File: config.mk
export PLATFORM = sky130hd
export DESIGN_NAME = sprite_cmd_scheduler
export DESIGN_NICKNAME = d
export VERILOG_FILES = /design/src/rtl/sprite_cmd_scheduler.sv
export SDC_FILE = /design/constraint.sdc
export NUM_CORES = 1
export LEC_CHECK = 0
export CORE_ASPECT_RATIO = 0.6
export CORE_MARGIN = 2
export CORE_UTILIZATION = 55
export DETAILED_ROUTE_END_ITERATION = 6
export GPL_TIMING_DRIVEN = 0
export HOLD_SLACK_MARGIN = 0.1
export PLACE_DENSITY = 0.71
export RECOVER_POWER = 50
export REMOVE_ABC_BUFFERS = 1
export SYNTH_ARGS = -nofsm -noshare
export SYNTH_HDL_FRONTEND = slang
export SYNTH_SLANG_ARGS = --single-unit
File: constraint.sdc
create_clock -name clk -period 7.4 [get_ports clk]
set_clock_uncertainty 0.2 [all_clocks]
set_input_delay 0.74 -clock clk [delete_from_list [all_inputs] [get_ports clk]]
set_output_delay 0.74 -clock clk [all_outputs]
set_load 0.02 [all_outputs]
File: src/rtl/sprite_cmd_scheduler.sv
`default_nettype none
// ============================================================================
// Module   : sprite_cmd_scheduler
// Purpose  : Queues host sprite-update words in a FIFO and broadcasts them to
//            every sprite display component, stamping bit 13 with the current
//            back-buffer index. Host commit words (action == SWAP_ACTION) are
//            held at the FIFO head until vertical blank, then replaced by one
//            global buffer-swap word, at most once per frame.
// Ports    : clk, reset (async, active-high)
//            host_write/host_writedata/host_ready : host word input
//            hcount/vcount                        : VGA beam position
//            clear_overflow                       : clears sticky overflow
//            cmd_writedata                        : registered broadcast word
//            front_buf, commit_pending, frame_count, overflow : status
// Revision : 1.0 - initial release
// ============================================================================
module sprite_cmd_scheduler #(
  parameter int         FIFO_DEPTH  = 16,
  parameter int         VBLANK_LINE = 480,
  parameter logic [3:0] SWAP_ACTION = 4'hF
) (
  input  logic        clk,
  input  logic        reset,
  input  logic        host_write,
  input  logic [31:0] host_writedata,
  output logic        host_ready,
  input  logic [9:0]  hcount,
  input  logic [9:0]  vcount,
  input  logic        clear_overflow,
  output logic [31:0] cmd_writedata,
  output logic        front_buf,
  output logic        commit_pending,
  output logic [15:0] frame_count,
  output logic        overflow
);

  localparam int         AW      = $clog2(FIFO_DEPTH);
  localparam logic [9:0] VBL     = 10'(VBLANK_LINE);
  localparam logic [AW:0] DEPTH  = (AW+1)'(FIFO_DEPTH);

  typedef enum logic [1:0] {
    ST_DRAIN    = 2'd0,
    ST_WAIT_VBL = 2'd1,
    ST_SWAP     = 2'd2
  } state_t;

  state_t      state;
  logic [31:0] mem [FIFO_DEPTH];
  logic [AW:0] wr_ptr;
  logic [AW:0] rd_ptr;
  logic [AW:0] count;
  logic        full;
  logic        empty;
  logic [31:0] head;
  logic        head_is_commit;
  logic        in_vblank;
  logic        swap_armed;
  logic        push;
  logic        drop;
  logic        pop;

  // Column position is not needed: swaps are gated on whole lines only.
  logic unused_hcount;
  assign unused_hcount = ^hcount;

  // Pointers carry one extra bit so full and empty are distinguishable.
  assign count          = wr_ptr - rd_ptr;
  assign full           = (count == DEPTH);
  assign empty          = (wr_ptr == rd_ptr);
  assign host_ready     = ~full;
  assign head           = mem[rd_ptr[AW-1:0]];
  assign head_is_commit = (head[20:17] == SWAP_ACTION);
  assign in_vblank      = (vcount >= VBL);
  assign push           = host_write & ~full;
  assign drop           = host_write & full;

  always_comb begin
    pop = 1'b0;
    case (state)
      ST_DRAIN:    pop = ~empty & ~head_is_commit;
      // The commit itself is consumed when the swap is launched.
      ST_WAIT_VBL: pop = in_vblank & swap_armed;
      default:     pop = 1'b0;
    endcase
  end

  // Storage has no reset: validity is tracked entirely by the pointers.
  always_ff @(posedge clk) begin
    if (push) begin
      mem[wr_ptr[AW-1:0]] <= host_writedata;
    end
  end

  always_ff @(posedge clk or posedge reset) begin
    if (reset) begin
      state          <= ST_DRAIN;
      wr_ptr         <= '0;
      rd_ptr         <= '0;
      cmd_writedata  <= 32'h0;
      front_buf      <= 1'b0;
      commit_pending <= 1'b0;
      frame_count    <= 16'h0;
      overflow       <= 1'b0;
      swap_armed     <= 1'b0;
    end else begin
      if (push) wr_ptr <= wr_ptr + 1'b1;
      if (pop)  rd_ptr <= rd_ptr + 1'b1;

      // A drop in the same cycle as a clear keeps the flag set.
      if (drop)                overflow <= 1'b1;
      else if (clear_overflow) overflow <= 1'b0;

      // Arming happens only outside vblank, so a swap launched inside vblank
      // cannot be followed by a second one until the next frame.
      if (state == ST_WAIT_VBL && pop) swap_armed <= 1'b0;
      else if (!in_vblank)             swap_armed <= 1'b1;

      case (state)
        ST_DRAIN: begin
          if (!empty && !head_is_commit) begin
            cmd_writedata <= {head[31:14], ~front_buf, head[12:0]};
          end else if (!empty) begin
            cmd_writedata  <= 32'h0;
            commit_pending <= 1'b1;
            state          <= ST_WAIT_VBL;
          end else begin
            cmd_writedata <= 32'h0;
          end
        end
        ST_WAIT_VBL: begin
          cmd_writedata <= 32'h0;
          if (in_vblank && swap_armed) begin
            // The swap word is registered here so it is on the bus during
            // the SWAP cycle; its bit 13 names the buffer now being shown.
            cmd_writedata  <= {11'b0, SWAP_ACTION, 3'b0, ~front_buf, 13'b0};
            front_buf      <= ~front_buf;
            frame_count    <= frame_count + 16'd1;
            commit_pending <= 1'b0;
            state          <= ST_SWAP;
          end
        end
        ST_SWAP: begin
          cmd_writedata <= 32'h0;
          state         <= ST_DRAIN;
        end
        default: begin
          cmd_writedata <= 32'h0;
          state         <= ST_DRAIN;
        end
      endcase
    end
  end

endmodule
`default_nettype wire

==> impl_results.md <==
* H-Tree Level Count at 2
* Initial antenna violation count at 1
* Rows at 56
* Worst Tran Pin Value at 3.52 ns
* Post-CTS sizing at 0
* Synth Flop Type: edfxtp_1
* Overflow after GRT at 0
* Critical path arrival at 5.52 ns
* Final min period at 5.45 ns
* Final setup violation count at 0
* Die ar. at 41000 um^2
* Status: finished with violations
* I/O Pins at 108
* Failing checks: max-capacitance violations, max-slew violations
* Root buffer cell: clkbuf_16
* Post-Syn Instances at 1057
* Worst Hold Class: register to register
* Fin cells at 1738
* CTS buffer count at 49
* CTS clk-pin slew, worst paths at 0.07 ns
* LEAKAGE at 8.43 nW
* Clk_lat worst skew at 0.57 ns
* Post-synthesis sequential area ratio at 76.1%
* Final Slew Violations at 56
* Relative slew slack at -135%
* IO buf count at 91
* # hold bufs at CTS at 0
* Antenna Cells at 0
* Pre-Repair DR Iteration Count at 5
* Die X-Extent at 260 um
* Area delta synth->final at 16.5%
* Maximum VDD drop at 0.000242 V
* Final Cycle Share at 73.6%
* Initial drt markers at 1134
* Initial core utilization at 55.6%
* Routed wire length at 45900 um
* Layout cell share with drive strength beyond 1 at 22.6%
* Async SR Flop Fraction at 11.4%
* Dpl cells at 1647
* Dpl hpwl at 25900 um
* RSZ-0062 raised after global routing: false
* Number of max-cap violations at 1
* Total power at 9.74 mW
* Clock buffer depth at 3
* First-pass GRT wire length at 68300 um
* Vias at 10500
* TritonCTS clock tree: yes
* Synthesized cell area at 21700 um^2
* Final #Nets at 1242
* Synthesized area per cell at 20.5 um^2
* DRC viols at 0
* Fmax at 0.184 GHz
* Req. time, crit path at 7.48 ns
* Power density over cell area at 386 nW/um^2
* Filler cell count at 2575
* Hold slack final at 0.234 ns
* Core area at 39000 um^2
* Worst-path fanout max at 56
* Fin. Hold Viols at 0
* Synth Register Bits at 560
* Library cells used by synthesis at 52
* Pin count of the biggest net entering global routing at 57
* Setup crit start kind: register
* Clock net sink count at 560
* Chip height at 158 um
* EDFF count, synth at 496
* ANT nets after route at 0
* Total track usage at 22.9%
* Routed len/inst at 26.4 um
* Vias per cell at 6.04
* Worst Setup End Kind: register
* Vias in the first global route at 10600
* Number of synthesis warnings at 0
* RePlAce Congestion at 0.718
* Postcts setup bufs at 0
* Critical path class: register to register
## cells by family (layout without fill, tap and decap cells)
family          after synthesis  count (layout)  share of synthesized area, %
compound gates               57              57                          2.61
fa+ha+maj                    10              10                         0.578
buf+inv                      69             228                          1.46
simple gates                181             181                          3.98
xor+xnor                     24              24                         0.970
mux                         156             156                          14.3
flops                       560             560                          76.1
## path summary, 6_finish.rpt
check	start	cells past startpoint	end	slack, ns
max in group asynchronous	reset	3	rd_ptr[2]	2.35
min	state[1]	1	state[0]	0.23
max reg2reg	rd_ptr[1]	12	mem[3][4]	1.95
min in group asynchronous	reset	2	cmd_writedata[3]	0.47
min reg2reg	state[1]	1	state[0]	0.23
max	rd_ptr[1]	12	mem[3][4]	1.95
## power by group
part | switching [mW] | internal, mW
logic | 1.65 | 1.44
registers | 0.292 | 3.89
clock network | 1.09 | 1.38
## placed cells by master (no fill, tap or decap), drive strengths merged, types with 5 or more instances in the layout
cell	count
nand3	9
dfrtp	64
mux4	122
o21ai	5
nand4	7
buf	33
clkdlybuf4s50	40
dlygate4sd3	51
ha	10
xor2	6
nor2	27
nand2	77
clkinv	8
nand2b	8
and3	32
xnor2	18
a211oi	27
clkbuf	83
mux2i	31
inv	11
edfxtp	496
## layer usage
metal	GRT usage (%)	part of all wire (%)
met3	3.71	6.6
met5	0	0
met2	36.3	47
met1	34.0	44
met4	5.50	2.0
## flip-flops by register name, summed over array words and instances, names as in the netlist
register,count
overflow,1
cmd_writedata,32
rd_ptr,5
state,2
commit_pending,1
mem,496
frame_count,16
wr_ptr,5
swap_armed,1
front_buf,1
## critical path: stages, from the launching register on
cell	delay (ns)
dfrtp_4	0.93
buf_16	0.35
inv_2	0.40
ha_1	0.45
nor2b_1	0.14
o21a_1	0.19
o211a_1	0.21
o2111ai_1	0.27
and2_1	0.40
nand2_1	0.28
nor3_2	0.86
buf_6	0.28
buf_8	0.17
## cell usage after synthesis (3+ instances only)
| library cell | number | share of area [%] |
|---|---|---|
| a211oi_2 | 27 | 1.6 |
| a22oi_1 | 3 | 0.10 |
| a31oi_1 | 3 | 0.087 |
| and2_1 | 4 | 0.12 |
| and3_1 | 32 | 0.92 |
| buf_2 | 15 | 0.35 |
| buf_6 | 4 | 0.21 |
| clkbuf_1 | 34 | 0.59 |
| dfrtp_1 | 64 | 7.4 |
| edfxtp_1 | 496 | 69 |
| ha_1 | 10 | 0.58 |
| inv_1 | 9 | 0.16 |
| mux2i_1 | 31 | 1.4 |
| mux4_2 | 122 | 13 |
| nand2_1 | 77 | 1.3 |
| nand2b_1 | 8 | 0.23 |
| nand3_1 | 9 | 0.21 |
| nand4_1 | 7 | 0.20 |
| nor2_1 | 27 | 0.47 |
| nor2b_1 | 4 | 0.12 |
| nor3_1 | 4 | 0.092 |
| o21ai_1 | 4 | 0.092 |
| o31ai_1 | 3 | 0.10 |
| xnor2_1 | 18 | 0.73 |
| xor2_1 | 6 | 0.24 |
## layout make-up
type	count	area, um^2	share of cell area, %
Sequential cell	560	16500	65.4
Multi-Input combinational cell	428	4960	19.6
Timing Repair Buffer	125	1540	6.11
Clock buffer	82	1460	5.79
Tap cell	522	653	2.59
Clock inverter	9	70.1	0.278
Inverter	12	47.5	0.188
## per-stage QoR
step                setup WS (ns)  util, %  area (um^2)  setup TNS (ns)
global placement            -6.28     58.9        23000        -2485.87
global route                 1.40     64.8        25200               0
CTS                          1.91     64.9        25300               0
detailed placement           1.91     60.9        23700               0
floorplan                   -1.79        -        21400         -542.82
finish                       1.95     64.8        25200               0
Power figures use the tool's default switching activity.
